==> config.mk <==
export PLATFORM = sky130hd
export DESIGN_NAME = multicycle_sequencer
export DESIGN_NICKNAME = d
export VERILOG_FILES = /design/src/rtl/cpu_pkg.sv /design/src/rtl/seq_timeout_ctr.sv /design/src/rtl/multicycle_sequencer.sv
export SDC_FILE = /design/constraint.sdc
export NUM_CORES = 1
export LEC_CHECK = 0
export BUFFER_PORTS_ARGS = -buffer_cell sky130_fd_sc_hd__buf_2
export CAP_MARGIN = 25
export CORE_ASPECT_RATIO = 1.25
export CORE_UTILIZATION = 45
export DETAILED_ROUTE_END_ITERATION = 12
export GPL_TIMING_DRIVEN = 0
export PLACE_DENSITY = 0.71
export SYNTH_ARGS = -nofsm -noshare
export SYNTH_HDL_FRONTEND = slang
export SYNTH_SLANG_ARGS = --single-unit
==> constraint.sdc <==
create_clock -name clk -period 2.2 [get_ports clk]
set_input_delay 0.33 -clock clk [delete_from_list [all_inputs] [get_ports clk]]
set_output_delay 0.33 -clock clk [all_outputs]
set_load 0.005 [all_outputs]
==> src/rtl/cpu_pkg.sv <==
// Shared encodings for the multi-cycle sequencer: opcodes, ALU codes, FSM states,
// trap causes and the instruction decoder used by the sequencer.
package cpu_pkg;

    localparam logic [5:0] OP_ALU = 6'd6;
    localparam logic [5:0] OP_LW  = 6'd7;
    localparam logic [5:0] OP_SW  = 6'd8;

    localparam logic [5:0] F_ADD  = 6'd32;
    localparam logic [5:0] F_SUB  = 6'd34;
    localparam logic [5:0] F_AND  = 6'd36;
    localparam logic [5:0] F_OR   = 6'd37;
    localparam logic [5:0] F_MULT = 6'd50;

    localparam logic [2:0] ALU_NOP  = 3'd0;
    localparam logic [2:0] ALU_ADD  = 3'd1;
    localparam logic [2:0] ALU_SUB  = 3'd2;
    localparam logic [2:0] ALU_MULT = 3'd3;
    localparam logic [2:0] ALU_AND  = 3'd4;
    localparam logic [2:0] ALU_OR   = 3'd5;

    localparam logic [1:0] TRAP_NONE    = 2'd0;
    localparam logic [1:0] TRAP_ILLEGAL = 2'd1;
    localparam logic [1:0] TRAP_IMEM    = 2'd2;
    localparam logic [1:0] TRAP_DMEM    = 2'd3;

    typedef enum logic [2:0] {
        S_IDLE   = 3'd0,
        S_FETCH  = 3'd1,
        S_DECODE = 3'd2,
        S_EXEC   = 3'd3,
        S_MEM    = 3'd4,
        S_WB     = 3'd5,
        S_HALT   = 3'd6
    } state_t;

    typedef struct packed {
        logic [4:0] rs;
        logic [4:0] rt;
        logic [4:0] rd;
        logic       sel_imm;
        logic       sel_mem;
        logic [2:0] alu_op;
        logic       nop;
        logic       legal;
        logic       mem;
        logic       sw;
        logic       mult;
    } ctrl_t;

    // legal=1 means the word may proceed past DECODE (NOP included).
    function automatic ctrl_t decode(input logic [31:0] w);
        ctrl_t c;
        c     = '0;
        c.rs  = w[25:21];
        c.rt  = w[20:16];
        c.rd  = w[15:11];
        c.nop = (w == 32'd0);
        case (w[31:26])
            OP_ALU: begin
                case (w[5:0])
                    F_ADD:   c.alu_op = ALU_ADD;
                    F_SUB:   c.alu_op = ALU_SUB;
                    F_MULT:  c.alu_op = ALU_MULT;
                    F_AND:   c.alu_op = ALU_AND;
                    F_OR:    c.alu_op = ALU_OR;
                    default: c.alu_op = ALU_NOP;
                endcase
                c.legal = (c.alu_op != ALU_NOP);
                c.mult  = (c.alu_op == ALU_MULT);
            end
            OP_LW: begin
                c.legal   = 1'b1;
                c.mem     = 1'b1;
                c.sel_imm = 1'b1;
                c.sel_mem = 1'b1;
                c.alu_op  = ALU_ADD;
                c.rd      = w[20:16];
            end
            OP_SW: begin
                c.legal   = 1'b1;
                c.mem     = 1'b1;
                c.sw      = 1'b1;
                c.sel_imm = 1'b1;
                c.alu_op  = ALU_ADD;
            end
            default: c.legal = c.nop;
        endcase
        return c;
    endfunction

endpackage

==> src/rtl/seq_timeout_ctr.sv <==
// Down-counter shared by the MULT stall and the memory-ack timeout.
// expire is high during the last cycle of a window that was loaded with load_val.
module seq_timeout_ctr #(
    parameter int W = 4
) (
    input  logic         clk,
    input  logic         rst_n,
    input  logic         load,
    input  logic [W-1:0] load_val,
    output logic         expire
);

    logic [W-1:0] cnt;

    always_ff @(posedge clk or negedge rst_n) begin
        if (!rst_n) begin
            cnt <= '0;
        end else if (load) begin
            cnt <= load_val;
        end else if (cnt != '0) begin
            cnt <= cnt - 1'b1;
        end
    end

    assign expire = (cnt == W'(1));

endmodule

==> src/rtl/multicycle_sequencer.sv <==
// Multi-cycle control FSM: fetch, decode, execute, memory, writeback, with traps.
// Handshake: imem_req/dmem_req rise on entry and stay high until the cycle an ack is sampled, or until timeout.
module multicycle_sequencer
    import cpu_pkg::*;
#(
    parameter int AW          = 8,
    parameter int MULT_LAT    = 4,
    parameter int MEM_TIMEOUT = 15
) (
    input  logic          clk,
    input  logic          rst_n,
    input  logic          run,
    output logic          imem_req,
    output logic [AW-1:0] imem_addr,
    input  logic          imem_ack,
    input  logic [31:0]   imem_rdata,
    output logic          dmem_req,
    output logic          dmem_we,
    input  logic          dmem_ack,
    output logic [4:0]    rf_rs,
    output logic [4:0]    rf_rt,
    output logic [4:0]    rf_rd,
    output logic          rf_we,
    output logic          sel_imm,
    output logic          sel_mem,
    output logic [2:0]    alu_op,
    output logic          halted,
    output logic [1:0]    trap_cause,
    output logic [15:0]   retired,
    output state_t        dbg_state
);

    localparam int CMAX = (MULT_LAT > MEM_TIMEOUT) ? MULT_LAT : MEM_TIMEOUT;
    localparam int CW   = $clog2(CMAX + 1);

    state_t        state;
    state_t        nxt;
    logic [AW-1:0] pc;
    logic [31:0]   ir;
    ctrl_t         dec;
    logic          expire;
    logic          retire;
    logic          load;
    logic          active;
    logic [CW-1:0] load_val;
    logic [1:0]    trap_next;

    // While fetching, decode the incoming word so control outputs are ready in DECODE.
    assign dec       = decode((state == S_FETCH) ? imem_rdata : ir);
    assign imem_addr = pc;
    assign dbg_state = state;

    always_comb begin
        nxt = state;
        case (state)
            S_IDLE:   if (run) nxt = S_FETCH;
            S_FETCH:  if (imem_ack) nxt = S_DECODE;
                      else if (expire) nxt = S_HALT;
            S_DECODE: if (dec.nop) nxt = S_FETCH;
                      else if (dec.legal) nxt = S_EXEC;
                      else nxt = S_HALT;
            S_EXEC:   if (expire) nxt = dec.mem ? S_MEM : S_WB;
            S_MEM:    if (dmem_ack) nxt = dec.sw ? S_FETCH : S_WB;
                      else if (expire) nxt = S_HALT;
            S_WB:     nxt = S_FETCH;
            S_HALT:   nxt = S_HALT;
            default:  nxt = S_IDLE;
        endcase
    end

    always_comb begin
        retire   = ((state == S_DECODE) && dec.nop) ||
                   ((state == S_MEM) && dmem_ack && dec.sw) ||
                   (state == S_WB);
        load     = (nxt != state);
        load_val = (nxt == S_EXEC) ? (dec.mult ? CW'(MULT_LAT) : CW'(1)) : CW'(MEM_TIMEOUT);
        active   = (nxt == S_DECODE) || (nxt == S_EXEC) || (nxt == S_MEM) || (nxt == S_WB);
        if (state == S_FETCH)    trap_next = TRAP_IMEM;
        else if (state == S_MEM) trap_next = TRAP_DMEM;
        else                     trap_next = TRAP_ILLEGAL;
    end

    seq_timeout_ctr #(.W(CW)) u_ctr (
        .clk      (clk),
        .rst_n    (rst_n),
        .load     (load),
        .load_val (load_val),
        .expire   (expire)
    );

    always_ff @(posedge clk or negedge rst_n) begin
        if (!rst_n) begin
            state      <= S_IDLE;
            pc         <= '0;
            ir         <= '0;
            retired    <= '0;
            imem_req   <= 1'b0;
            dmem_req   <= 1'b0;
            dmem_we    <= 1'b0;
            rf_we      <= 1'b0;
            rf_rs      <= '0;
            rf_rt      <= '0;
            rf_rd      <= '0;
            sel_imm    <= 1'b0;
            sel_mem    <= 1'b0;
            alu_op     <= ALU_NOP;
            halted     <= 1'b0;
            trap_cause <= TRAP_NONE;
        end else begin
            state <= nxt;
            if ((state == S_FETCH) && imem_ack) ir <= imem_rdata;
            if (retire) begin
                pc      <= pc + 1'b1;
                retired <= retired + 16'd1;
            end
            imem_req <= (nxt == S_FETCH);
            dmem_req <= (nxt == S_MEM);
            dmem_we  <= (nxt == S_MEM) && dec.sw;
            rf_we    <= (nxt == S_WB);
            halted   <= (nxt == S_HALT);
            if ((state != S_HALT) && (nxt == S_HALT)) trap_cause <= trap_next;
            // Datapath controls hold from DECODE through WB and clear elsewhere.
            rf_rs   <= active ? dec.rs : 5'd0;
            rf_rt   <= active ? dec.rt : 5'd0;
            rf_rd   <= active ? dec.rd : 5'd0;
            sel_imm <= active && dec.sel_imm;
            sel_mem <= active && dec.sel_mem;
            alu_op  <= active ? dec.alu_op : ALU_NOP;
        end
    end

endmodule

# Yosys cells after proc, flatten, opt, wreduce, memory -nomap -nowiden
# Index checks and enable logic that the tools add are counted.
dict set report classes {
  n_mul 0
  mux 30
  addsub 3
  order_cmp 0
  bitwise 0
  shifts 0
  reduce_logical 19
  div_mod_pow 0
  eq_ne 24
}
# operator n
set ops {}
lappend ops {{$mux W3} 11}
lappend ops {{$logic_not A32 Y1} 1}
lappend ops {{$mux W32} 1}
lappend ops {{$eq A6 B6 Y1 const B} 5}
lappend ops {{$pmux W3 S7} 1}
lappend ops {{$mux W5} 4}
lappend ops {{$eq A3 B3 Y1 const B} 6}
lappend ops {{$add A16 B1 Y16 const B} 1}
lappend ops {{$eq A3 B2 Y1 const B} 5}
lappend ops {{$pmux W3 S5} 1}
lappend ops {{$eq A6 B3 Y1 const B} 2}
lappend ops {{$mux W4} 3}
lappend ops {{$add A8 B1 Y8 const B} 1}
lappend ops {{$logic_and A1 B1 Y1} 8}
lappend ops {{$eq A3 B1 Y1 const B} 2}
lappend ops {{$eq A6 B4 Y1 const B} 1}
lappend ops {{$pmux W3 S2} 1}
lappend ops {{$logic_or A1 B1 Y1} 5}
lappend ops {{$mux W1} 5}
lappend ops {{$eq A4 B1 Y1 const B} 1}
lappend ops {{$mux W2} 2}
lappend ops {{$reduce_bool A4 Y1} 1}
lappend ops {{$sub A4 B1 Y4 const B} 1}
lappend ops {{$logic_not A3 Y1} 1}
lappend ops {{6 further kinds} 6}
dict set report word_totals {
  romBits 0
  inputBits 37
  reg_bits 90
  elab_cells 93
  latchBits 0
  ram_bits 0
  out_inout_bits 54
  mem_count 0
}

# Depth between registers and ports, before layout
dict set report depth {
  word_depth 15
  mapped_depth 10
  depth_no_buf 9
}

# By module
# From an unflattened synthesis, not the netlist that was laid out.
dict set report unflattened {
  cells_unflattened 403
  hier_area_um2 4600.7
}
# module n_inst seq_area_each_um2 area_per_inst_um2 cells_each
set by_module_without_submodules {}
lappend by_module_without_submodules {multicycle_sequencer 1 2152.1 4335.4 379}
lappend by_module_without_submodules {seq_timeout_ctr 1 100.1 265.3 24}

# Worst setup path after synthesis
# OpenSTA, ideal clock, no wires.
dict set report synth_timing {
  kind {reg-to-reg}
  startpoint {register u_ctr.cnt[1]}
  endpoint {register trap_cause[0]}
  required_time_ns 2.121
  setup_slack_ns -0.024
  synth_period_minus_slack_ns 2.224
  path_stages_with_launch 10
  n_path_buf 1
  t_arrival_ns 2.144
  setup_time_ns 0.079
  cell_sequence {dfrtp_1 > inv_1 > ha_1 > or3b_2 > o21a_1 > o32ai_1 > nor2_2 > buf_6 > a211oi_1 > a2bb2oi_1}
}
dict set report synth_via {
  elab_chain_len 6
  elab_cells_between_ends 8
  classes_between {2 x eq/ne; 5 x mux; 1 x reduce/logical}
}
# element line
set synth_rtl {}
lappend synth_rtl {{start: declaration} seq_timeout_ctr.sv:13} ;# logic [W-1:0] cnt;
lappend synth_rtl {{start signal: assignment} seq_timeout_ctr.sv:19} ;# cnt <= load_val;
lappend synth_rtl {{start signal: assignment} seq_timeout_ctr.sv:21} ;# cnt <= cnt - 1'b1;
lappend synth_rtl {{$eq A4 B1 Y1 (*)} seq_timeout_ctr.sv:25} ;# assign expire = (cnt == W'(1));
lappend synth_rtl {{$mux W3} {multicycle_sequencer.sv:58, multicycle_sequencer.sv:64}}
lappend synth_rtl {{$mux W3 (on tied branches)} {multicycle_sequencer.sv:63, multicycle_sequencer.sv:57}}
lappend synth_rtl {{$pmux W3 S7 (*)} multicycle_sequencer.sv:55} ;# case (state)
lappend synth_rtl {{$eq A3 B3 Y1 (*)} multicycle_sequencer.sv:121} ;# if ((state != S_HALT) && (nxt == S_HALT)) trap_cause <= trap_next;
lappend synth_rtl {{$logic_and A1 B1 Y1 (*)} multicycle_sequencer.sv:121}
lappend synth_rtl {{end signal: assignment} multicycle_sequencer.sv:121}
lappend synth_rtl {{end: declaration} multicycle_sequencer.sv:28} ;# output logic [1:0] trap_cause,
# Every way passes the cells marked *; elsewhere a longest branch is shown, timed or not.
# A chain may end at the register's enable or synchronous reset.

# Final worst setup path
dict set report layout_timing {
  startpoint {register ir[11]}
  endpoint {register retired[4]}
}
dict set report layout_via {
  elab_chain_len 5
}
# element line
set layout_rtl {}
lappend layout_rtl {{start: declaration} multicycle_sequencer.sv:39} ;# logic [31:0] ir;
lappend layout_rtl {{start signal: assignment} multicycle_sequencer.sv:111} ;# if ((state == S_FETCH) && imem_ack) ir <= imem_rdata;
lappend layout_rtl {{$mux W32} multicycle_sequencer.sv:49} ;# assign dec = decode((state == S_FETCH) ? imem_rdata : ir);
lappend layout_rtl {{$logic_not A32 Y1} cpu_pkg.sv:58} ;# c.nop = (w == 32'd0);
lappend layout_rtl {{$logic_and A1 B1 Y1} multicycle_sequencer.sv:72} ;# retire = ((state == S_DECODE) && dec.nop) ||
lappend layout_rtl {{$logic_or A1 B1 Y1} multicycle_sequencer.sv:72}
lappend layout_rtl {{$logic_or A1 B1 Y1} multicycle_sequencer.sv:73} ;# ((state == S_MEM) && dmem_ack && dec.sw) ||
lappend layout_rtl {{end signal: assignment} multicycle_sequencer.sv:114} ;# retired <= retired + 16'd1;
lappend layout_rtl {{end: declaration} multicycle_sequencer.sv:29} ;# output logic [15:0] retired,
# No other way between the ends.

==> results.py <==
metrics = {
    "outcome": {
        "status": "finished with violations",
        "violations": "negative setup slack",
    },
    "synthesis": {
        "synth_edf_count": 0,
        "ys_warn_count": 0,
        "netlist_instances": 397,
        "syn-num-nets": 439,
        "async_flop_share_pct": 100,
        "ys_types": 65,
        "synth-main-ff-cell": "dfrtp_1",
        "yosysSeqAreaShare_pct": 50.1,
        "ys_seq_elements": 90,
        "synth.avg_cell_area_sq_um": 11.3,
        "netlist_area_sq_um": 4500,
    },
    "worst_setup_path": {
        "critPathMaxStageDelay_ps": 550,
        "r2r_start": "ir[11]$_DFFE_PN0P_",
        "end_kind": "register",
        "arrival_ps": 2570,
        "ff2ff_path_depth": 9,
        "worst_ep_required_time_ps": 2430,
        "worst-path-buf-inv": 2,
        "critPathTopFamily": "simple AND/OR/NAND/NOR gates",
        "critPathLaunch": "ir[11]$_DFFE_PN0P_",
        "path_cells": "or4_4, nor4_4, and3_4, o211a_1, or2_4, buf_6, buf_8, nand4_1, xnor2_1",
        "rrSetupSlack_ps": -140,
        "critPathMaxFanout": 6,
        "r2r-end": "retired[4]$_DFFE_PN0P_",
        "cp-start-kind": "register",
        "slowest_stage": "or4_4",
        "critical_path_class": "register to register",
    },
    "finish": {
        "final_nets": 572,
        "layout_commonest_cell": "buf_2",
        "drive_above_1_share_pct": 51.4,
        "final_util_pct": 64.3,
        "fillCellCount": 732,
        "area_delta_synth_final_pct": 38.1,
        "mostFrequentLayoutCells": "buf_2 (89), dfrtp_1 (88), nand2_1 (37)",
        "multiInputGateArea_sq_um": 2510,
        "diodes": 0,
        "seqCellArea_sq_um": 2250,
    },
    "power": {
        "p_leak_uw": 0.00300,
        "sequentialPowerShare_pct": 46.9,
        "power.switching_fraction_pct": 20.6,
        "cellInternalPower_uw": 2800,
        "combPwrFrac_pct": 3.1,
        "p_switching_uw": 728,
        "clkPwrFrac_pct": 50.0,
        "peakVddDrop_mv": 0.428,
        "power.density_nw_per_um2": 568,
    },
    "drt": {
        "vias_per_cell": 5.77,
        "vias": 3814,
        "wire_per_inst_microns": 18.8,
        "ant_nets": 0,
        "wl_microns": 12400,
        "drc": 0,
        "first_pass_iters": 5,
        "drt-initial-drc-count": 253,
    },
    "floorplan": {
        "core_area_sq_um": 9660,
        "num_rows": 40,
        "die_h_microns": 114,
        "die_width_microns": 91.4,
        "die_area_sq_um": 10400,
        "pin_count": 91,
        "start_util_pct": 46.5,
    },
    "timing": {
        "fin_hold_ws_ps": 244,
        "fin_skew_ps": 6.55,
        "rsz0062_at_grt": "yes",
        "maxSlewViolCount": 0,
        "fin_crit_ps": 2340,
        "tightest_slew_ps": 677,
        "setup_viol": 49,
        "fmax_ghz": 0.427,
        "slew_headroom_pct": 54.2,
        "finalCritPeriodShare_pct": 106,
        "setup_ws_ps": -142,
        "hold_violations": 0,
    },
    "min_path": {
        "hp-class": "input pin to register",
        "whs_endpoint": "rf_rs[2]$_DFF_PN0_",
        "holdPathStages": 3,
        "hp-start": "imem_rdata[23]",
    },
    "clock_network": {
        "ctsHtreeMaxLevel": 3,
        "max-clock-path-buffers": 2,
        "root_buffer": "clkbuf_16",
        "cts.clk_slew.worst_paths_ps": 70,
        "cts_sinks": 90,
        "cts_tree": "done",
        "cts_buffers": 9,
        "insertion_delay_ps": 340,
    },
    "global_route": {
        "antenna_found_initial": 0,
        "first_global_vias": 3900,
        "grt_pass1_wl_microns": 19000,
        "grtUsageTotal_pct": 23.6,
        "grt_max_degree": 51,
        "grt_overflow": 0,
    },
    "placement": {
        "place.gp.congestion": 0.913,
        "hpwl_microns": 7880,
        "io_buffer_count": 90,
    },
    "run": {
        "maxCapViolCount": 0,
    },
}
-- state kept, by name (all words and copies together), names as in the netlist, 4 cells and up --
signal	count
rf_rs	5
u_ctr.cnt	4
retired	16
imem_addr	8
ir	32
rf_rd	5
rf_rt	5
-- layer usage --
metal / share of wire (%) / vias to the layer above / GRT usage [%]
met4: 3.8 / 0 / 12.0
met2: 51 / 171 / 40.9
met5: 0 / - / 0
met1: 39 / 1878 / 27.8
met3: 5.9 / 53 / 4.73
li1: - / 1712 / -
-- power by group through the flow --
stage | registers, uW | clock network, uW | logic, uW
finish | 1650 | 1760 | 109
global route | 1650 | 1850 | 121
CTS | 1650 | 1780 | 110
detailed placement | 1690 | 0 | 107
global placement | 1690 | 0 | 97.6
floorplan | 1690 | 0 | 8.91
-- kinds of logic (layout without fill, tap and decap cells) --
family / after synthesis / count (layout) / synth area share [%]
flops: 90 / 90 / 50.1
compound gates: 55 / 55 / 9.27
xor+xnor: 26 / 26 / 5.23
simple gates: 157 / 157 / 19.6
fa+ha+maj: 5 / 5 / 1.39
buf+inv: 23 / 161 / 2.98
mux: 41 / 41 / 11.5
-- timing repair --
action / 4_1_cts / 5_1_grt
setup buffers: 13 / 17
pin swaps: 12 / 29
endpoints found under the setup margin: 82 / 56
endpoints found under the hold margin: 1 / 0
cloned: 2 / 2
hold buffers: 1 / 0
resized for setup: 55 / 60
-- synth_stat cells (all sizes together), types with 2 or more instances --
library cell,n,area [sq um]
a211oi,3,27.5
a21oi,22,151
and2,2,13.8
and3,10,62.6
and4,4,35.0
buf,12,92.6
clkbuf,5,18.8
dfrtp,90,2250
ha,5,62.6
inv,6,22.5
mux2,34,383
mux2i,2,20.0
mux4,5,113
nand2,40,150
nand2b,3,18.8
nand3,12,60.1
nand4,15,93.8
nand4b,2,17.5
nor2,22,95.1
nor2b,9,68.8
nor3,12,70.1
nor3b,4,41.3
nor4,11,68.8
nor4b,3,26.3
o21a,3,22.5
o21ai,9,48.8
o2bb2ai,2,17.5
or2,2,12.5
or3,2,12.5
or3b,2,17.5
xnor2,18,165
xor2,8,70.1
-- per-stage QoR --
step | total power (uW) | instances | worst slack, ps | TNS (ps) | cell area (sq um)
after global placement | 1780 | 613 | -395 | -17510 | 5110
after floorplan | 1690 | 397 | 16.6 | 0 | 4500
after CTS | 3550 | 645 | -181 | -5490 | 5880
after detailed placement | 1790 | 614 | -424 | -16900 | 5140
after global routing | 3620 | 661 | -203 | -7720 | 6210
final | 3530 | 661 | -142 | -4280 | 6210
-- worst min-delay path, cell delays in order --
cell and delay (ps):
buf_2 110, nand2_1 60, a21oi_2 50
-- area by class of cell --
cell class / instances / area share, %
inverter: 6 / 0.363
tap: 126 / 2.54
multi-input combinational: 284 / 40.4
buffer: 15 / 2.14
clock inverter: 7 / 1.87
timing repair buffer: 124 / 12.7
sequential: 90 / 36.3
clock buffer: 9 / 3.63
-- worst max-delay path by stage --
| stage | endpoint | cells after the start |
|---|---|---|
| finish | retired[4]$_DFFE_PN0P_ | 9 |
| global route | retired[11]$_DFFE_PN0P_ | 9 |
| CTS | retired[4]$_DFFE_PN0P_ | 9 |
| detailed placement | rf_rs[4]$_DFF_PN0_ | 9 |
| global placement | rf_rd[3]$_DFF_PN0_ | 9 |
| floorplan | u_ctr.cnt[2]$_DFFE_PN0P_ | 8 |
Power figures use the tool's default switching activity.
